<file path="src/rtl/uart_pkg.sv">
// Shared UART constants and divisor types used by the baud generator, register file and TX/RX.
package uart_pkg;

    localparam int unsigned BAUD_DIV_W      = 20;
    localparam int unsigned BAUD_FRAC_W     = 4;
    localparam int unsigned BAUD_OVERSAMPLE = 16;
    localparam int unsigned BAUD_MIN_DIV    = 16;

    typedef logic [BAUD_DIV_W-1:0]  baud_div_t;
    typedef logic [BAUD_FRAC_W-1:0] baud_frac_t;

endpackage

</file>
<file path="src/rtl/baud_frac_acc.sv">
// Fractional divisor accumulator: each step adds frac and flags a one-clock period extension
// on carry-out.
module baud_frac_acc
    import uart_pkg::*;
#(
    parameter int unsigned FRAC_W = BAUD_FRAC_W
) (
    input  logic              clk,
    input  logic              rst,
    input  logic              clr,
    input  logic              step,
    input  logic [FRAC_W-1:0] frac,
    output logic              ext
);

    logic [FRAC_W-1:0] acc_q, acc_d;
    logic              ext_q, ext_d;

    always_comb begin
        acc_d = acc_q;
        ext_d = ext_q;
        if (clr) begin
            acc_d = '0;
            ext_d = 1'b0;
        end else if (step) begin
            {ext_d, acc_d} = {1'b0, acc_q} + {1'b0, frac};
        end
    end

    always_ff @(posedge clk) begin
        if (rst) begin
            acc_q <= '0;
            ext_q <= 1'b0;
        end else begin
            acc_q <= acc_d;
            ext_q <= ext_d;
        end
    end

    assign ext = ext_q;

endmodule

</file>
<file path="src/rtl/baud_gen.sv">
// Registered baud generator: os_tick every div_int(+frac) clocks, mid/bit ticks per OVERSAMPLE.
// Fractional divisor support is compiled in only when BAUD_GEN_FRAC_EN is defined.
module baud_gen
    import uart_pkg::*;
#(
    parameter int unsigned DIV_W      = BAUD_DIV_W,
    parameter int unsigned FRAC_W     = BAUD_FRAC_W,
    parameter int unsigned OVERSAMPLE = BAUD_OVERSAMPLE,
    parameter int unsigned MIN_DIV    = BAUD_MIN_DIV
) (
    input  logic              clk,
    input  logic              rst,
    input  logic              en,
    input  logic [DIV_W-1:0]  div_int,
    input  logic [FRAC_W-1:0] div_frac,
    input  logic              resync,
    output logic              os_tick,
    output logic              mid_tick,
    output logic              bit_tick,
    output logic              active
);

    localparam int unsigned     OS_W   = $clog2(OVERSAMPLE);
    localparam logic [OS_W-1:0] MidIdx = OS_W'(OVERSAMPLE / 2 - 1);
    localparam logic [OS_W-1:0] BitIdx = OS_W'(OVERSAMPLE - 1);

    logic [DIV_W-1:0] cnt_q, cnt_d;
    logic [DIV_W-1:0] sh_int_q, sh_int_d;
    logic [DIV_W-1:0] cur_int;
    logic [OS_W-1:0]  os_cnt_q, os_cnt_d;
    logic             os_tick_q, os_tick_d;
    logic             mid_tick_q, mid_tick_d;
    logic             bit_tick_q, bit_tick_d;
    logic             active_q, active_d;
    logic             valid, clr, ext, period_end, last;

    assign valid = (div_int >= DIV_W'(MIN_DIV));
    assign clr   = !en || !valid || resync;

    // On the first counting edge after idle the shadow may still hold an out-of-range value
    // captured while idle, so the live port value is used for that single comparison.
    assign cur_int = active_q ? sh_int_q : div_int;

    // Compare against P-1 without forming sh_int+ext, which could overflow DIV_W.
    assign period_end = ext ? (cnt_q == cur_int) : (cnt_q == cur_int - 1'b1);
    assign last       = !clr && period_end;

`ifdef BAUD_GEN_FRAC_EN
    logic [FRAC_W-1:0] sh_frac_q, sh_frac_d;

    assign sh_frac_d = (clr || !active_q || last) ? div_frac : sh_frac_q;

    always_ff @(posedge clk) begin
        if (rst) begin
            sh_frac_q <= '0;
        end else begin
            sh_frac_q <= sh_frac_d;
        end
    end

    baud_frac_acc #(
        .FRAC_W (FRAC_W)
    ) u_frac_acc (
        .clk  (clk),
        .rst  (rst),
        .clr  (clr),
        .step (last),
        .frac (sh_frac_q),
        .ext  (ext)
    );
`else
    logic unused_div_frac;
    assign unused_div_frac = ^div_frac;
    assign ext             = 1'b0;
`endif

    always_comb begin
        cnt_d      = cnt_q;
        os_cnt_d   = os_cnt_q;
        sh_int_d   = sh_int_q;
        os_tick_d  = 1'b0;
        mid_tick_d = 1'b0;
        bit_tick_d = 1'b0;
        active_d   = 1'b1;
        if (clr) begin
            cnt_d    = '0;
            os_cnt_d = '0;
            sh_int_d = div_int;
            active_d = en && valid;
        end else begin
            if (!active_q) begin
                sh_int_d = div_int;
            end
            if (last) begin
                cnt_d      = '0;
                os_tick_d  = 1'b1;
                mid_tick_d = (os_cnt_q == MidIdx);
                bit_tick_d = (os_cnt_q == BitIdx);
                os_cnt_d   = os_cnt_q + 1'b1;
                sh_int_d   = div_int;
            end else begin
                cnt_d = cnt_q + 1'b1;
            end
        end
    end

    always_ff @(posedge clk) begin
        if (rst) begin
            cnt_q      <= '0;
            os_cnt_q   <= '0;
            sh_int_q   <= '0;
            os_tick_q  <= 1'b0;
            mid_tick_q <= 1'b0;
            bit_tick_q <= 1'b0;
            active_q   <= 1'b0;
        end else begin
            cnt_q      <= cnt_d;
            os_cnt_q   <= os_cnt_d;
            sh_int_q   <= sh_int_d;
            os_tick_q  <= os_tick_d;
            mid_tick_q <= mid_tick_d;
            bit_tick_q <= bit_tick_d;
            active_q   <= active_d;
        end
    end

    assign os_tick  = os_tick_q;
    assign mid_tick = mid_tick_q;
    assign bit_tick = bit_tick_q;
    assign active   = active_q;

endmodule

</file>
<file path="config.mk">
export PLATFORM = sky130hd
export DESIGN_NAME = baud_gen
export DESIGN_NICKNAME = d
export VERILOG_FILES = /design/src/rtl/uart_pkg.sv /design/src/rtl/baud_frac_acc.sv /design/src/rtl/baud_gen.sv
export SDC_FILE = /design/constraint.sdc
export NUM_CORES = 1
export LEC_CHECK = 0
export ABC_AREA = 1
export CAP_MARGIN = 25
export CORE_MARGIN = 5
export CORE_UTILIZATION = 40
export DETAILED_ROUTE_END_ITERATION = 10
export PLACE_DENSITY_LB_ADDON = 0.1
export SYNTH_ARGS = -nofsm -noshare
export SYNTH_HDL_FRONTEND = slang
export SYNTH_SLANG_ARGS = --single-unit
</file>
<file path="constraint.sdc">
create_clock -name clk -period 6.08 [get_ports clk]
set_input_delay 0.912 -clock clk [delete_from_list [all_inputs] [get_ports clk]]
set_output_delay 0.912 -clock clk [all_outputs]
set_load 0.03 [all_outputs]
</file>
==> impl_metrics.env, run 1 <==
export IMPL_outcome="complete, no violations"
export IMPL_cap_violations=0
export IMPL_layout_common_cells="nand2_1 (241), nor2_1 (95), inv_1 (72)"
export IMPL_nets=719
export IMPL_utilization=0.447
export IMPL_critPathArrivalTime_ns=3.80
export IMPL_crit_chain="clkdlybuf4s50_1 > inv_1 > nand2_1 > nand2_1 > ha_1 > nand3_2 > nor2_4 > nand2_2 > nor2_2 > nand2_1 > nand3_1 > nand2_1 > nor2_2 > nand3_2 > nor2_4 > nor2_4 > nand2_2 > nor2_1"
export IMPL_vias_per_cell=4.80
export IMPL_crit_type="in -> reg"
export IMPL_cp_slowest_stage_delay_ns=0.47
export IMPL_path_clk_slew_ns=0.09
export IMPL_track_usage=0.182
export IMPL_ys_types=32
export IMPL_crit_slowest_cell="clkdlybuf4s50_1"
export IMPL_firstDrtPassIters=5
export IMPL_core_um2=9680
export IMPL_seqCellArea_um2=961
export IMPL_dieWidth_um=109
export IMPL_syn_area_per_cell_um2=5.89
export IMPL_fp_row_count=36
export IMPL_grt_most_used_layer="met2"
export IMPL_dp_cells=814
export IMPL_start_kind="input pin"
export IMPL_cp_common_cell="nand2_1"
export IMPL_syn_nets=699
export IMPL_overflow=0
export IMPL_clockBufferDepth=2
export IMPL_first_iter_violations=212
export IMPL_min_period_ns=3.61
export IMPL_ctsHoldBuffers=0
export IMPL_cts_buffers=5
export IMPL_insertion_delay_ns=0.31
export IMPL_ys_seq_elements=48
export IMPL_fin_crit_sh=0.594
export IMPL_dp_hpwl_um=7960
export IMPL_final_cell_count_no_fill=821
export IMPL_io_buffers=27
export IMPL_start_util=0.406
export IMPL_grt_util_met3=0.0249
export IMPL_ant_nets=0
export IMPL_leakagePower_nw=1.91
export IMPL_cts_sinks=48
export IMPL_hold_viol_final=0
export IMPL_use_met1=0.255
export IMPL_clock_fmax_ghz=0.277
export IMPL_setup_viol_count_final=0
export IMPL_place_congestion=0.862
export IMPL_hold_path_class="reg -> reg"
export IMPL_crit_path_end_kind="flop"
export IMPL_multi_input_area_um2=2520
export IMPL_drcViolationCount=0
export IMPL_die_area_um2=11900
export IMPL_relSlewSlack=0.637
export IMPL_syn_cell_area_um2=3930
export IMPL_drt_wl_total_um=10300
export IMPL_cts_tree="built"
export IMPL_tightest_slew_ns=0.544
export IMPL_skew_ns=0.00771
export IMPL_routedWlPerCell_um=12.6
export IMPL_seq_area_frac_synth=0.244
export IMPL_critPathTopFamily="simple AND/OR/NAND/NOR gates"
export IMPL_grt_max_degree=38
export IMPL_whs_ns=0.461
export IMPL_grt_use_met2=0.293
export IMPL_diodes=0
export IMPL_die_h_um=109
export IMPL_fillers=1084
export IMPL_crit_buf_inv=2
export IMPL_final_max_slew_violation_count=0
export IMPL_yosysWarnings=0
export IMPL_cts_resized=0
export IMPL_grt_pass1_wl_um=17100
export IMPL_ir_drop_mv=0.0721
export IMPL_path_max_fanout=20
export IMPL_dr_total_vias=3940
export IMPL_grt_pass1_vias=3504
export IMPL_final_common_cell="nand2_1"
export IMPL_power_density_nw_per_um2=163
export IMPL_drive_above_1_share=0.113
export IMPL_final_setup_tns_ns=0
export IMPL_areaGrowthSynthToFinish_pct=10.1
export IMPL_htree_levels=2
export IMPL_synthCells=668
export IMPL_required_ns=6.27
export IMPL_ioPinCount=32
export IMPL_root_buffer="clkbuf_8"
export IMPL_grt_setup_unrepaired="no"
export IMPL_cts_setup_buffers=0
export IMPL_antenna_found_initial=0
[cell type report]
type / count / share of cell area
Clock inverter: 2 / 0.00289
Timing Repair Buffer: 31 / 0.0694
Tap cell: 133 / 0.0384
Inverter: 79 / 0.0685
Clock buffer: 5 / 0.0159
Multi-Input combinational cell: 523 / 0.583
Sequential cell: 48 / 0.222
[state kept, by name (all words and copies together) (netlist names)]
signal,cells
sh_int_q,20
active,1
os_tick,1
mid_tick,1
cnt_q,20
os_cnt_q,4
bit_tick,1
[metal layers]
| metal | vias up | wire (µm) |
|---|---|---|
| li1 | 2094 | - |
| met1 | 1750 | 5190 |
| met2 | 85 | 4530 |
| met3 | 11 | 457 |
| met4 | 0 | 155 |
| met5 | - | 0 |
[report_power, final]
part / internal, mW / switching (mW) / total (mW) / leakage, nW
Sequential: 0.325 / 0.00406 / 0.329 / 0.393
Clock: 0.0782 / 0.113 / 0.191 / 0.0400
Combinational: 0.0652 / 0.120 / 0.186 / 1.48
[cells by family after synthesis]
family                   synth area share
flip-flops                          0.244
adder cells (fa/ha/maj)           0.00955
XOR/XNOR                           0.0582
AND/OR/NAND/NOR                     0.539
buffers and inverters               0.114
AO/OA/AOI/OAI                      0.0350
[through the flow]
stage               cell area, µm²  total power [mW]  setup slack [ns]
floorplan                     3930             0.471              3.27
global placement              4250             0.519              2.12
detailed placement            4250             0.521              2.09
CTS                           4330             0.716              2.41
global route                  4330             0.752              2.16
finish                        4330             0.705              2.47
[cell usage after synthesis, drive strengths merged]
library cell	n	share of area
nand4	11	0.018
a21oi	10	0.017
nor4	2	0.0032
xnor3	2	0.011
nand3	63	0.086
xnor2	6	0.013
o21ai	10	0.013
xor2	15	0.033
o211ai	1	0.0019
clkbuf	5	0.0048
nor3b	1	0.0019
ha	3	0.0095
dfxtp	48	0.24
nor3	3	0.0038
inv	77	0.073
nand2	253	0.25
nand3b	6	0.011
clkinv	2	0.0019
o21bai	1	0.0029
buf	13	0.034
nor2	133	0.16
or2	3	0.0048
[final timing paths]
kind | startpoint | to | slack, ns | cells after the start
worst max-delay path | div_int[0] | cnt_q[8] | 2.47 | 18
worst min-delay path | os_cnt_q[3] | mid_tick | 0.46 | 1
worst max register to register | active | cnt_q[8] | 2.53 | 18
worst min register to register | os_cnt_q[3] | mid_tick | 0.46 | 1
Note: power is estimated with default switching activity, not from simulation.
==> run 2: changes to the inputs <==
- clock period: 6.08 -> 3.6 ns (I/O delays scaled with it)
==> impl_metrics.env, run 2 (same netlist as run 1, synthesis figures left out) <==
export IMPL_outcome="complete, no violations"
export IMPL_drt_wl_total_um=10500
export IMPL_r2r_cells=17
export IMPL_crit_type="reg -> reg"
export IMPL_dp_hpwl_um=8260
export IMPL_met2_length_um=4640
export IMPL_clockBufferDepth=2
export IMPL_path_clk_slew_ns=0.10
export IMPL_first_iter_violations=258
export IMPL_crit_path_end_kind="flop"
export IMPL_diodes=0
export IMPL_final_setup_tns_ns=0
export IMPL_relSlewSlack=0.702
export IMPL_die_area_um2=11900
export IMPL_core_um2=9680
export IMPL_grt_setup_unrepaired="no"
export IMPL_dr_total_vias=3957
export IMPL_overflow=0
export IMPL_multi_input_area_um2=2520
export IMPL_pre_cts_ws_ns=0.108
export IMPL_ant_nets=0
export IMPL_required_ns=3.80
export IMPL_whs_ns=0.469
export IMPL_skew_ns=0.00319
export IMPL_m1WireLength_um=5210
export IMPL_io_buffers=27
export IMPL_seqCellArea_um2=961
export IMPL_reg2reg_slack_ns=0.44
export IMPL_grt_pass1_wl_um=17700
export IMPL_dieWidth_um=109
export IMPL_nets=721
export IMPL_tightest_slew_ns=0.446
export IMPL_power_density_nw_per_um2=294
export IMPL_min_to="mid_tick"
export IMPL_die_h_um=109
export IMPL_leakagePower_nw=1.94
export IMPL_start_kind="flop"
export IMPL_routedWlPerCell_um=12.8
export IMPL_cts_resized=0
export IMPL_fin_ws_ns=0.436
export IMPL_setup_viol_count_final=0
export IMPL_fp_row_count=36
export IMPL_insertion_delay_ns=0.31
export IMPL_final_max_slew_violation_count=0
export IMPL_top_regs="cnt_q x20, sh_int_q x20, os_cnt_q x4"
export IMPL_cap_violations=0
export IMPL_place_congestion=0.907
export IMPL_htree_levels=2
export IMPL_rr_endpoint="cnt_q[7]"
export IMPL_cts_buffers=5
export IMPL_final_common_cell="nand2_1"
export IMPL_min_from="os_cnt_q[3]"
export IMPL_drive_above_1_share=0.117
export IMPL_fillers=1075
export IMPL_cts_tree="built"
export IMPL_root_buffer="clkbuf_8"
export IMPL_ioPinCount=32
export IMPL_hold_path_class="reg -> reg"
export IMPL_ir_drop_mv=0.184
export IMPL_min_period_ns=3.16
export IMPL_cts_setup_buffers=0
export IMPL_clock_fmax_ghz=0.316
export IMPL_fin_crit_sh=0.879
export IMPL_hold_depth=1
export IMPL_areaGrowthSynthToFinish_pct=11.2
export IMPL_ctsHoldBuffers=0
export IMPL_path_max_fanout=20
export IMPL_wl_met3_um=498
export IMPL_drcViolationCount=0
export IMPL_rr_startpoint="active"
export IMPL_layout_common_cells="nand2_1 (241), nor2_1 (95), inv_1 (72)"
export IMPL_critPathArrivalTime_ns=3.36
export IMPL_grt_pass1_vias=3742
export IMPL_grt_max_degree=30
export IMPL_vias_per_cell=4.80
export IMPL_firstDrtPassIters=5
export IMPL_cts_sinks=48
export IMPL_start_util=0.406
export IMPL_hold_viol_final=0
export IMPL_top_layer_used="met4"
export IMPL_track_usage=0.187
export IMPL_antenna_found_initial=0
==> run 2: worst max path at each step <==
stage                     startpoint         to  cells after the start
final                         active   cnt_q[7]                     17
after detailed placement  div_int[1]   cnt_q[7]                     18
after floorplan               active   cnt_q[2]                     19
after global placement    div_int[1]  cnt_q[11]                     18
after CTS                     active   cnt_q[7]                     17
after global routing          active   cnt_q[7]                     17
==> run 2: worst max-delay path, stage by stage, from the launching register on <==
cell     delay, ns
dfxtp_1       0.42
inv_2         0.28
nand2_1       0.09
nand2_1       0.16
ha_1          0.23
nand3_2       0.14
nor2_4        0.24
nand2_2       0.11
nor2_2        0.15
nand2_1       0.10
nand3_1       0.09
nand2_1       0.07
nor2_2        0.20
nand3_2       0.12
nor2_4        0.14
nor2_4        0.05
nand2_2       0.35
nor2_1        0.08
==> run 2: final cells by class <==
type	count	area share
flip-flops and latches	48	0.220
clock buffers	5	0.0157
clock inverters	3	0.00973
inverters	79	0.0678
repair buffers	33	0.0721
well taps	133	0.0380
multi-input cells	523	0.577
==> run 2: per-stage QoR <==
stage	power (mW)	std cells	utilization	area, µm²
2_1_floorplan	0.795	668	-	3930
6_report	1.29	824	0.452	4370
4_1_cts	1.30	824	0.452	4370
3_3_place_gp	0.879	816	0.440	4260
5_1_grt	1.36	824	0.452	4370
3_5_place_dp	0.884	816	0.440	4260
==> run 2: per-layer routing <==
metal,global-route usage,up-vias
li1,-,2088
met1,0.261,1774
met2,0.304,81
met3,0.0231,14
met4,0.0460,0
met5,0,-
==> run 2: where the power goes <==
group	switching (mW)	internal (mW)
Combinational	0.205	0.112
Clock	0.206	0.206
Sequential	0.00835	0.548
==> run 3: changes to the inputs <==
- CELL_PAD_IN_SITES_DETAIL_PLACEMENT: default -> 1
- CELL_PAD_IN_SITES_GLOBAL_PLACEMENT: default -> 2
- CORE_UTILIZATION: 40 -> 31
==> impl_metrics.env, run 3 (same netlist as run 1, synthesis figures left out) <==
export IMPL_hold_depth=1
export IMPL_start_util=0.314
export IMPL_place_congestion=0.832
export IMPL_hold_viol_final=0
export IMPL_dieWidth_um=123
export IMPL_final_cell_count_no_fill=866
export IMPL_cts_setup_buffers=0
export IMPL_ant_nets=0
export IMPL_required_ns=3.80
export IMPL_diodes=0
export IMPL_die_h_um=123
export IMPL_clockBufferDepth=2
export IMPL_min_period_ns=3.14
export IMPL_final_common_cell="nand2_1"
export IMPL_path_max_fanout=20
export IMPL_layout_common_cells="nand2_1 (241), nor2_1 (95), inv_1 (72)"
export IMPL_grt_most_used_layer="met2"
export IMPL_skew_ns=0.00831
export IMPL_setup_viol_count_final=0
export IMPL_seqCellArea_um2=961
export IMPL_grt_pass1_wl_um=21200
export IMPL_fin_ws_ns=0.456
export IMPL_grt_pass1_vias=4153
export IMPL_antenna_found_initial=0
export IMPL_nets=724
export IMPL_overflow=0
export IMPL_pwr_share_comb=0.231
export IMPL_core_um2=12500
export IMPL_ir_drop_mv=0.143
export IMPL_root_buffer="clkbuf_16"
export IMPL_tightest_slew_ns=0.833
export IMPL_first_iter_violations=211
export IMPL_relSlewSlack=0.444
export IMPL_cts_resized=0
export IMPL_start_kind="input pin"
export IMPL_final_max_slew_violation_count=0
export IMPL_grt_util_met3=0.0290
export IMPL_crit_type="in -> reg"
export IMPL_routedWlPerCell_um=14.6
export IMPL_htree_levels=2
export IMPL_fin_crit_sh=0.873
export IMPL_firstDrtPassIters=4
export IMPL_critPathArrivalTime_ns=3.34
export IMPL_multi_input_area_um2=2520
export IMPL_utilization=0.362
export IMPL_seqPwrFrac=0.387
export IMPL_use_met1=0.247
export IMPL_grt_use_met2=0.304
export IMPL_dp_cells=858
export IMPL_path_clk_slew_ns=0.07
export IMPL_netSwitchingPower_mw=0.445
export IMPL_p_int_mw=0.992
export IMPL_ioPinCount=32
export IMPL_cap_violations=0
export IMPL_insertion_delay_ns=0.31
export IMPL_p_sw_frac=0.309
export IMPL_pre_cts_ws_ns=0.101
export IMPL_fillers=1748
export IMPL_grt_max_degree=23
export IMPL_dp_hpwl_um=10300
export IMPL_cts_buffers=5
export IMPL_die_area_um2=15000
export IMPL_pwr_share_clk=0.381
export IMPL_leakagePower_nw=1.99
export IMPL_io_buffers=27
export IMPL_top_regs="cnt_q x20, sh_int_q x20, os_cnt_q x4"
export IMPL_outcome="complete, no violations"
export IMPL_dr_total_vias=4045
export IMPL_fp_row_count=41
export IMPL_areaGrowthSynthToFinish_pct=15.3
export IMPL_design_power_total_mw=1.44
export IMPL_drcViolationCount=0
export IMPL_grt_setup_unrepaired="no"
export IMPL_crit_path_end_kind="flop"
export IMPL_cts_tree="built"
export IMPL_r2r_cells=18
export IMPL_power_density_nw_per_um2=317
export IMPL_drt_wl_total_um=12600
export IMPL_track_usage=0.182
export IMPL_clock_fmax_ghz=0.318
export IMPL_final_setup_tns_ns=0
export IMPL_hold_path_class="reg -> reg"
export IMPL_cts_sinks=48
export IMPL_vias_per_cell=4.67
export IMPL_ctsHoldBuffers=0
export IMPL_drive_above_1_share=0.120
## run 3: power by group through the flow
stage	clock (mW)	sequential [mW]	combinational (mW)
finish	0.548	0.556	0.332
global route	0.594	0.558	0.377
detailed placement	0	0.569	0.337
CTS	0.569	0.556	0.339
global placement	0	0.568	0.329
floorplan	0	0.567	0.228
## run 3: worst paths after layout
path	startpoint	endpoint	slack, ns
max	div_int[1]	sh_int_q[2]	0.46
min	os_cnt_q[3]	mid_tick	0.46
max reg2reg	active	sh_int_q[2]	0.51
min reg2reg	os_cnt_q[3]	mid_tick	0.46
## run 3: layer usage
metal	share of wire	wire (µm)
met1	0.49	6170
met2	0.46	5850
met3	0.036	458
met4	0.014	180
met5	0	0
## run 3: stage by stage
stage,cell area [µm²],hold WS (ns)
after floorplan,3930,0.421
after global placement,4370,0.445
after detailed placement,4370,0.461
after CTS,4540,0.465
after global routing,4540,0.496
final,4540,0.460
## run 3: cell type report
type                            instances  area share
Clock buffer                            6      0.0284
Clock inverter                          2     0.00772
Inverter                               79      0.0654
Multi-Input combinational cell        523       0.556
Sequential cell                        48       0.212
Tap cell                              172      0.0474
Timing Repair Buffer                   36      0.0828
## run 3: critical path: stages
cell and delay, ns:
clkdlybuf4s50_1 0.44, inv_1 0.07, nand2_1 0.05, nand2_1 0.17, ha_1 0.24, nand3_2 0.14
nor2_4 0.25, nand2_2 0.12, nor2_2 0.16, nand2_1 0.13, nand3_1 0.10, nand2_1 0.07
nor2_2 0.21, nand3_2 0.13, nor2_4 0.15, nor2_4 0.06, buf_12 0.16, nor2_2 0.09
nor2_1 0.05
